===== config.mk =====
export PLATFORM = sky130hd
export DESIGN_NAME = regfile_mp_sb
export DESIGN_NICKNAME = d
export VERILOG_FILES = /design/src/rtl/regfile_mp_sb.sv
export SDC_FILE = /design/constraint.sdc
export NUM_CORES = 2
export LEC_CHECK = 0
export CELL_PAD_IN_SITES_DETAIL_PLACEMENT = 0
export CELL_PAD_IN_SITES_GLOBAL_PLACEMENT = 1
export CORE_MARGIN = 4
export CORE_UTILIZATION = 51
export CTS_CLUSTER_SIZE = 30
export DETAILED_ROUTE_END_ITERATION = 12
export HOLD_SLACK_MARGIN = 0.02
export PLACE_DENSITY = 0.78
export SLEW_MARGIN = 0
export SYNTH_ARGS = -nofsm -noshare
export SYNTH_HDL_FRONTEND = slang
export SYNTH_SLANG_ARGS = --single-unit

===== constraint.sdc =====
create_clock -name clk -period 6.87 [get_ports clk]
set_input_delay 1.374 -clock clk [delete_from_list [all_inputs] [get_ports clk]]
set_output_delay 1.374 -clock clk [all_outputs]
set_load 0.05 [all_outputs]

===== src/rtl/regfile_mp_sb.sv =====
// rtl/regfile_mp_sb.sv - multi-port register file with write bypass and issue scoreboard
// Writes resolve highest-port-wins; busy bits track in-flight producers per register.
module regfile_mp_sb #(
    parameter int XLEN    = 32,
    parameter int NREG    = 32,
    parameter int NRD     = 2,
    parameter int NWR     = 2,
    parameter int BYPASS  = 1,
    parameter int ZERO_R0 = 1,
    localparam int AW     = $clog2(NREG),
    localparam int CW     = $clog2(NREG + 1)
) (
    input  logic                 clk,
    input  logic                 rst,
    input  logic [NRD*AW-1:0]    raddr,
    output logic [NRD*XLEN-1:0]  rdata,
    output logic [NRD-1:0]       rbusy,
    input  logic [NWR-1:0]       wen,
    input  logic [NWR*AW-1:0]    waddr,
    input  logic [NWR*XLEN-1:0]  wdata,
    input  logic                 iss_en,
    input  logic [AW-1:0]        iss_addr,
    input  logic                 flush,
    output logic [CW-1:0]        busy_cnt
);

    logic [XLEN-1:0] regs [NREG];
    logic [NREG-1:0] busy;
    logic [NREG-1:0] busy_nxt;
    logic [CW-1:0]   cnt_nxt;
    logic            set_r;
    logic            clr_r;

    // Ascending port order makes the highest-indexed write the final assignment.
    always_ff @(posedge clk or negedge rst) begin
        if (!rst) begin
            for (int r = 0; r < NREG; r++) begin
                regs[r] <= '0;
            end
        end else begin
            for (int j = 0; j < NWR; j++) begin
                if (wen[j] && !(ZERO_R0 != 0 && waddr[j*AW +: AW] == '0)) begin
                    regs[waddr[j*AW +: AW]] <= wdata[j*XLEN +: XLEN];
                end
            end
        end
    end

    always_comb begin
        busy_nxt = busy;
        set_r    = 1'b0;
        clr_r    = 1'b0;
        for (int r = 0; r < NREG; r++) begin
            set_r = iss_en && (iss_addr == AW'(r));
            clr_r = 1'b0;
            for (int j = 0; j < NWR; j++) begin
                clr_r = clr_r | (wen[j] && (waddr[j*AW +: AW] == AW'(r)));
            end
            busy_nxt[r] = (busy[r] & ~clr_r) | set_r;
        end
        if (ZERO_R0 != 0) begin
            busy_nxt[0] = 1'b0;
        end
        if (flush) begin
            busy_nxt = '0;
        end
    end

    always_comb begin
        cnt_nxt = '0;
        for (int r = 0; r < NREG; r++) begin
            cnt_nxt = cnt_nxt + CW'(busy_nxt[r]);
        end
    end

    always_ff @(posedge clk or negedge rst) begin
        if (!rst) begin
            busy     <= '0;
            busy_cnt <= '0;
        end else begin
            busy     <= busy_nxt;
            busy_cnt <= cnt_nxt;
        end
    end

    // Reads are forced to zero during reset so the bypass path cannot leak wdata.
    always_comb begin
        logic [AW-1:0]   ra;
        logic [XLEN-1:0] rd;
        rdata = '0;
        rbusy = '0;
        ra    = '0;
        rd    = '0;
        for (int k = 0; k < NRD; k++) begin
            ra = raddr[k*AW +: AW];
            rd = regs[ra];
            if (BYPASS != 0) begin
                for (int j = 0; j < NWR; j++) begin
                    if (wen[j] && waddr[j*AW +: AW] == ra) begin
                        rd = wdata[j*XLEN +: XLEN];
                    end
                end
            end
            if ((ZERO_R0 != 0 && ra == '0) || !rst) begin
                rd = '0;
            end
            rdata[k*XLEN +: XLEN] = rd;
            rbusy[k]              = rst & busy[ra];
        end
    end

endmodule


# [After elaboration in Yosys (flattened, before gate mapping)]
# Cells that the tools add are included.
[totals] regBits=1062 wordCells=435
[op_classes] eq_ne=97 n_bitwise=130 order_cmp=8 addsub=31 muxes=25 reduce_logical=110
[op_table] cell="$bwmux W1024" n=2
[op_table] cell="$mux W1024" n=2
[op_table] cell="$mux W32" n=13
[op_table] cell="$bmux W32 S5" n=2
[op_table] cell="$demux W32 S5" n=2
[op_table] cell="$eq A5 B5 Y1 const B" n=48
[op_table] cell="$add A6 B1 Y6" n=26
[op_table] cell="$eq A5 B4 Y1 const B" n=24
[op_table] cell="$logic_and A1 B1 Y1" n=101
[op_table] cell="$or A1 B1 Y1" n=62
[op_table] cell="$eq A5 B3 Y1 const B" n=12
[op_table] cell="$and A1 B1 Y1" n=33
[op_table] cell="$not A1 Y1" n=31
[op_table] cell="$eq A5 B2 Y1 const B" n=6
[op_table] cell="$ge A6 B6 Y1 const B" n=4
[op_table] cell="$not A5 Y6" n=4
[op_table] cell="$eq A5 B5 Y1" n=4
[op_table] cell="$logic_not A5 Y1" n=4
[op_table] cell="$eq A5 B1 Y1 const B" n=3
[op_table] cell="$lt A5 B6 Y1 const B" n=2
[op_table] cell="$lt A6 B1 Y1 const B" n=2
[op_table] cell="$bmux W1 S5" n=2
[op_table] cell="$add A5 B1 Y6" n=1
[op_table] cell="$add A4 B1 Y5" n=1
[op_table] cell="other kinds (6)" n=10

# [Longest topological paths before layout]
[depth] ltp_word=38 depth_mapped=23

# [Least setup slack after synthesis]
# No wires, ideal clock.
[synth_path] kind="input-to-reg" startpoint="input waddr[3]" endpoint="register busy_cnt[4]" cell_stages=23 arrival_time_ns=6.966 required_ns=6.790 path_buffers=3 slack_ns=-0.175 path_cell_list="buf_2 > or3_1 > buf_2 > nor2_2 > nand2_1 > clkbuf_1 > a32oi_1 > nor2_1 > fa_1 > inv_1 > fa_1 > fa_1 > fa_1 > fa_1 > inv_1 > fa_1 > inv_1 > fa_1 > inv_1 > fa_1 > a21o_1 > a21oi_1 > xnor2_1"
[synth_between] elab_chain_cells=38 word_cells_on_any_way=218
[synth_lines] element="start: declaration" line="19" text="input logic [NWR*AW-1:0] waddr,"
[synth_lines] element="$eq A5 B1 Y1" line="57" text="clr_r = clr_r | (wen[j] && (waddr[j*AW +: AW] == AW'(r)));"
[synth_lines] element="$logic_and A1 B1 Y1" line="57"
[synth_lines] element="$or A1 B1 Y1" line="57"
[synth_lines] element="$not A1 Y1" line="59" text="busy_nxt[r] = (busy[r] & ~clr_r) | set_r;"
[synth_lines] element="$and A1 B1 Y1" line="59"
[synth_lines] element="$or A1 B1 Y1" line="59"
[synth_lines] element="$mux W32" line="64" text="if (flush) begin"
[synth_lines] element="via busy_nxt[1]" line="29" text="logic [NREG-1:0] busy_nxt;"
[synth_lines] element="$add A1 B1 Y2" line="72" text="cnt_nxt = cnt_nxt + CW'(busy_nxt[r]);"
[synth_lines] element="$add A2 B1 Y3" line="72"
[synth_lines] element="$add A3 B1 Y4" line="72"
[synth_lines] element="$add A4 B1 Y5" line="72"
[synth_lines] element="$add A5 B1 Y6" line="72"
[synth_lines] element="$add A6 B1 Y6 (26 in series)" line="72"
[synth_lines] element="via cnt_nxt[4]" line="30" text="logic [CW-1:0] cnt_nxt;"
[synth_lines] element="end signal: assignment" line="82" text="busy_cnt <= cnt_nxt;"
[synth_lines] element="end: declaration" line="24" text="output logic [CW-1:0] busy_cnt"
# The timed path passes the listed nets, and every way through them passes these cells.

# [Worst setup path after layout]
[layout_path] startpoint="input waddr[4]" endpoint="register busy_cnt[4]"
[layout_between] word_cells_on_any_way=218
[layout_rtl] element="$eq A5 B3 Y1" line="57"
[layout_rtl] element="$logic_and A1 B1 Y1" line="57"
[layout_rtl] element="$or A1 B1 Y1" line="57"
[layout_rtl] element="$not A1 Y1" line="59"
[layout_rtl] element="$and A1 B1 Y1" line="59"
[layout_rtl] element="$or A1 B1 Y1" line="59"
[layout_rtl] element="$mux W32" line="64"
[layout_rtl] element="via busy_nxt[4]" line="29"
[layout_rtl] element="$add A4 B1 Y5" line="72"
[layout_rtl] element="$add A5 B1 Y6" line="72"
[layout_rtl] element="$add A6 B1 Y6 (26 in series)" line="72"
[layout_rtl] element="via cnt_nxt[4]" line="30"
# The timed path passes the listed nets, and every way through them passes these cells.

==> impl_results.md <==
* Status: finished, final reports clean
* Ys async rst share at 100%
* # fillers at 11000
* Vias per cell at 7.15
* Worst VDD drop at 218 uV
* RSZ-0062 raised after global routing: false
* GPL Wtd Cong at roughly 1
* Final Hold Violating Endpoints at 0
* Syn_nets at roughly 6500
* DR WL/cell at 36.1 um
* Top-count cell post-synth: dfrtp_1
* Clk_skew at around 0.025 ns
* CTS tree: yes
* Top cell type's share of synthesized area at about 39%
* Mapped Area at between 60000 and 70000 um2
* CP Capture Type: flip-flop
* PD cells at 286 nW/um2
* Min-Delay Endpoint: regs[1010]
* Core area at 131000 um2
* EDFF count, synth at 0
* Clk sinks at 1061
* Worst-path clk slew at around 0.06 ns
* Final wirelength at ~290 mm
* Hold/Removal Path Class: flip-flop to flip-flop
* Post-CTS setup buffer count at 0
* Area leader, netlist: dfrtp_1
* Max-slew violations at 0
* I/O pins at ~170
* Top_reg_cell synth: dfrtp_1
* Final #Nets at roughly 6200
* Vias post-DR at ~57000
* Multi-input gate area in the final layout at approximately 38000 um2
* Slew HR at approximately a fifth
* Largest net degree at the start of global routing at 168
* Initial antenna violation count at 23
* Reg-to-Reg Start: busy[22]
* Worst Hold Launch: regs[1010]
* Clock Tree Root: clkbuf_16
* Clk buf depth at 3
* Total chip power at 21700 uW
* Setup Viol. Count Final at 0
* Reg2reg end: busy_cnt[4]
* Worst-path maximum fanout at 6
* Number of synthesized register bits at between 1000 and 1500
* Num rows at ~130
* Area Growth Syn to Fin at 12.3%
* First-pass GRT wire length at 409 mm
* Worst Slack Setup Final at ~0.27 ns
* Final Cycle Share at 96.0%
* H-tree depth at 3
* Syn Area/Cell at between 10 and 15 um2
* Setup TNS at 0 ns
* Antenna-violating nets left at 0
* Critical Path RT at 7.55 ns
* WS Path Type: input port to flip-flop
* Placed instance area at 71600 um2
* Vias in the first global route at around 56000
* Leakage at 0.0338 uW
* Commonest cells post-synth: dfrtp_1, mux2i_1, nand2_1, o21ai_0, mux4_2
* Worst hold stages at 0
* Initial Util at about 50%
* GRT overflow at 0
* Worst Max-Slew Pin Slew at approximately 1.2 ns
* Cells after Synth at 6343
* Depth of the worst register-to-register path at 18
* Final Instance Area at about 76000 um2
* 1st-iter DRT viols at 8772
* Maxcap violations at 0
* Flop-to-flop setup slack at 1.67 ns
* Register Area at around 27000 um2
* Fin crit period at roughly 6.6 ns
* Chip height at around 370 um
* Setup crit start kind: input port
* Register area share after synthesis at 39.3%
* Finished Core Util at 57.7%
* # port buffers at 166
* Share of layout cells above drive strength 1 at between 20% and 30%
* DIE WIDTH at between 300 and 400 um
* HPWL Detailed at roughly 160 mm
* Total iterations of the first detailed-routing run at 8
* Synth warnings at 0
* Fmax at between 150 and 200 MHz
* Arr. time, crit path at 7.28 ns
* Pre-CTS WS at -0.581 ns
* Die area at about 140000 um2
* Gr usage total at about 41%
* Main area contributors after synthesis: dfrtp_1, mux4_2, mux2i_1
* Later-pin clock latency in the skew report at 0.78 ns
* Synth cell types at between 60 and 70
* CTS Buf Count at between 100 and 150
* Drt drc at 0
==> flip-flops by register name, indices dropped and copies added, names as in the netlist <==
register  flops
busy         31
busy_cnt      6
regs       1024
==> cells by family (layout without fill, tap and decap cells) <==
family | count (synthesis) | in the layout | synth area share, %
other | 0 | 11 | 0
buffers and inverters | 898 | 777 | 5.65
AND/OR/NAND/NOR | 1312 | 1312 | 8.09
adder cells (fa/ha/maj) | 30 | 30 | 0.811
flip-flops | 1061 | 1061 | 39.3
AO/OA/AOI/OAI | 1550 | 1550 | 14.3
XOR/XNOR | 23 | 23 | 0.298
multiplexers | 1469 | 1469 | 31.5
==> layer usage <==
layer	wire length (um)	global-route usage, %
met1	108000	55.2
met2	121000	58.6
met3	39400	15.0
met4	19300	22.9
met5	220	0.427
==> placed cells by master, fill, tap and decap left out, types with 10 or more instances in the layout <==
cell / count
clkbuf_8: 25
clkdlybuf4s50_1: 95
a221o_1: 62
nor2b_1: 13
nand2_4: 34
nor2_2: 16
mux4_2: 527
fa_1: 22
a32oi_1: 178
o21ai_0: 530
nand2_1: 575
buf_4: 342
mux2i_1: 939
nand2b_1: 15
a21oi_1: 460
bufinv_16: 13
buf_12: 67
nor4_1: 61
clkbuf_16: 121
nand3b_1: 10
clkbuf_1: 21
clkinv_2: 30
diode_2: 11
a22oi_1: 146
o21ai_1: 21
nor2_4: 23
nor2_1: 485
xnor2_1: 16
dfrtp_1: 1061
a22o_1: 123
inv_1: 38
==> through the flow <==
step                hold slack [ns]  cells
global route                  0.407   7979
global placement              0.376   7751
CTS                           0.397   7977
floorplan                     0.441   6343
finish                        0.395   7988
detailed placement            0.383   7751
==> worst max-delay path by stage <==
stage	from	to	slack (ns)	cells after the start
2_1_floorplan	waddr[0]	busy_cnt[4]	0.02	23
3_3_place_gp	waddr[4]	busy_cnt[4]	-0.59	23
3_5_place_dp	waddr[4]	busy_cnt[4]	-0.58	23
4_1_cts	waddr[4]	busy_cnt[4]	0.22	23
5_1_grt	waddr[2]	busy_cnt[4]	0.05	22
6_report	waddr[4]	busy_cnt[4]	0.27	22
==> worst max-delay path, stage by stage <==
cell and delay [ns]:
clkdlybuf4s50_1 0.42, buf_4 0.18, buf_4 0.16, or3b_1 0.43
or3_4 0.35, nand3b_1 0.11, a21oi_1 0.11, fa_1 0.54
inv_1 0.06, fa_1 0.44, fa_1 0.51, fa_1 0.44
fa_1 0.49, inv_1 0.05, fa_1 0.43, inv_1 0.08
fa_1 0.16, inv_1 0.07, fa_2 0.39, a21o_1 0.20
a21oi_2 0.14, xnor2_1 0.13
==> layout make-up <==
cell class                 instances  share of cell area [%]
timing repair buffer             513                    6.56
antenna                           11                  0.0363
clock inverter                    59                   0.978
clock buffer                     167                    4.55
inverter                          38                   0.188
tap                             1755                    2.90
sequential                      1061                    35.0
multi-input combinational       4384                    49.8
==> what timing repair did <==
item                                    CTS  global route
endpoints found under the setup margin    0             2
hold buffers                              0             0
gates resized for setup                   0             2
==> report_power, final <==
group	internal (uW)	total, uW	switching, uW
Combinational	3020	5760	2730
Clock	4000	6910	2910
Sequential	7790	8990	1200
Total	14800	21700	6850
No activity file was read; power rests on OpenSTA's default activity.
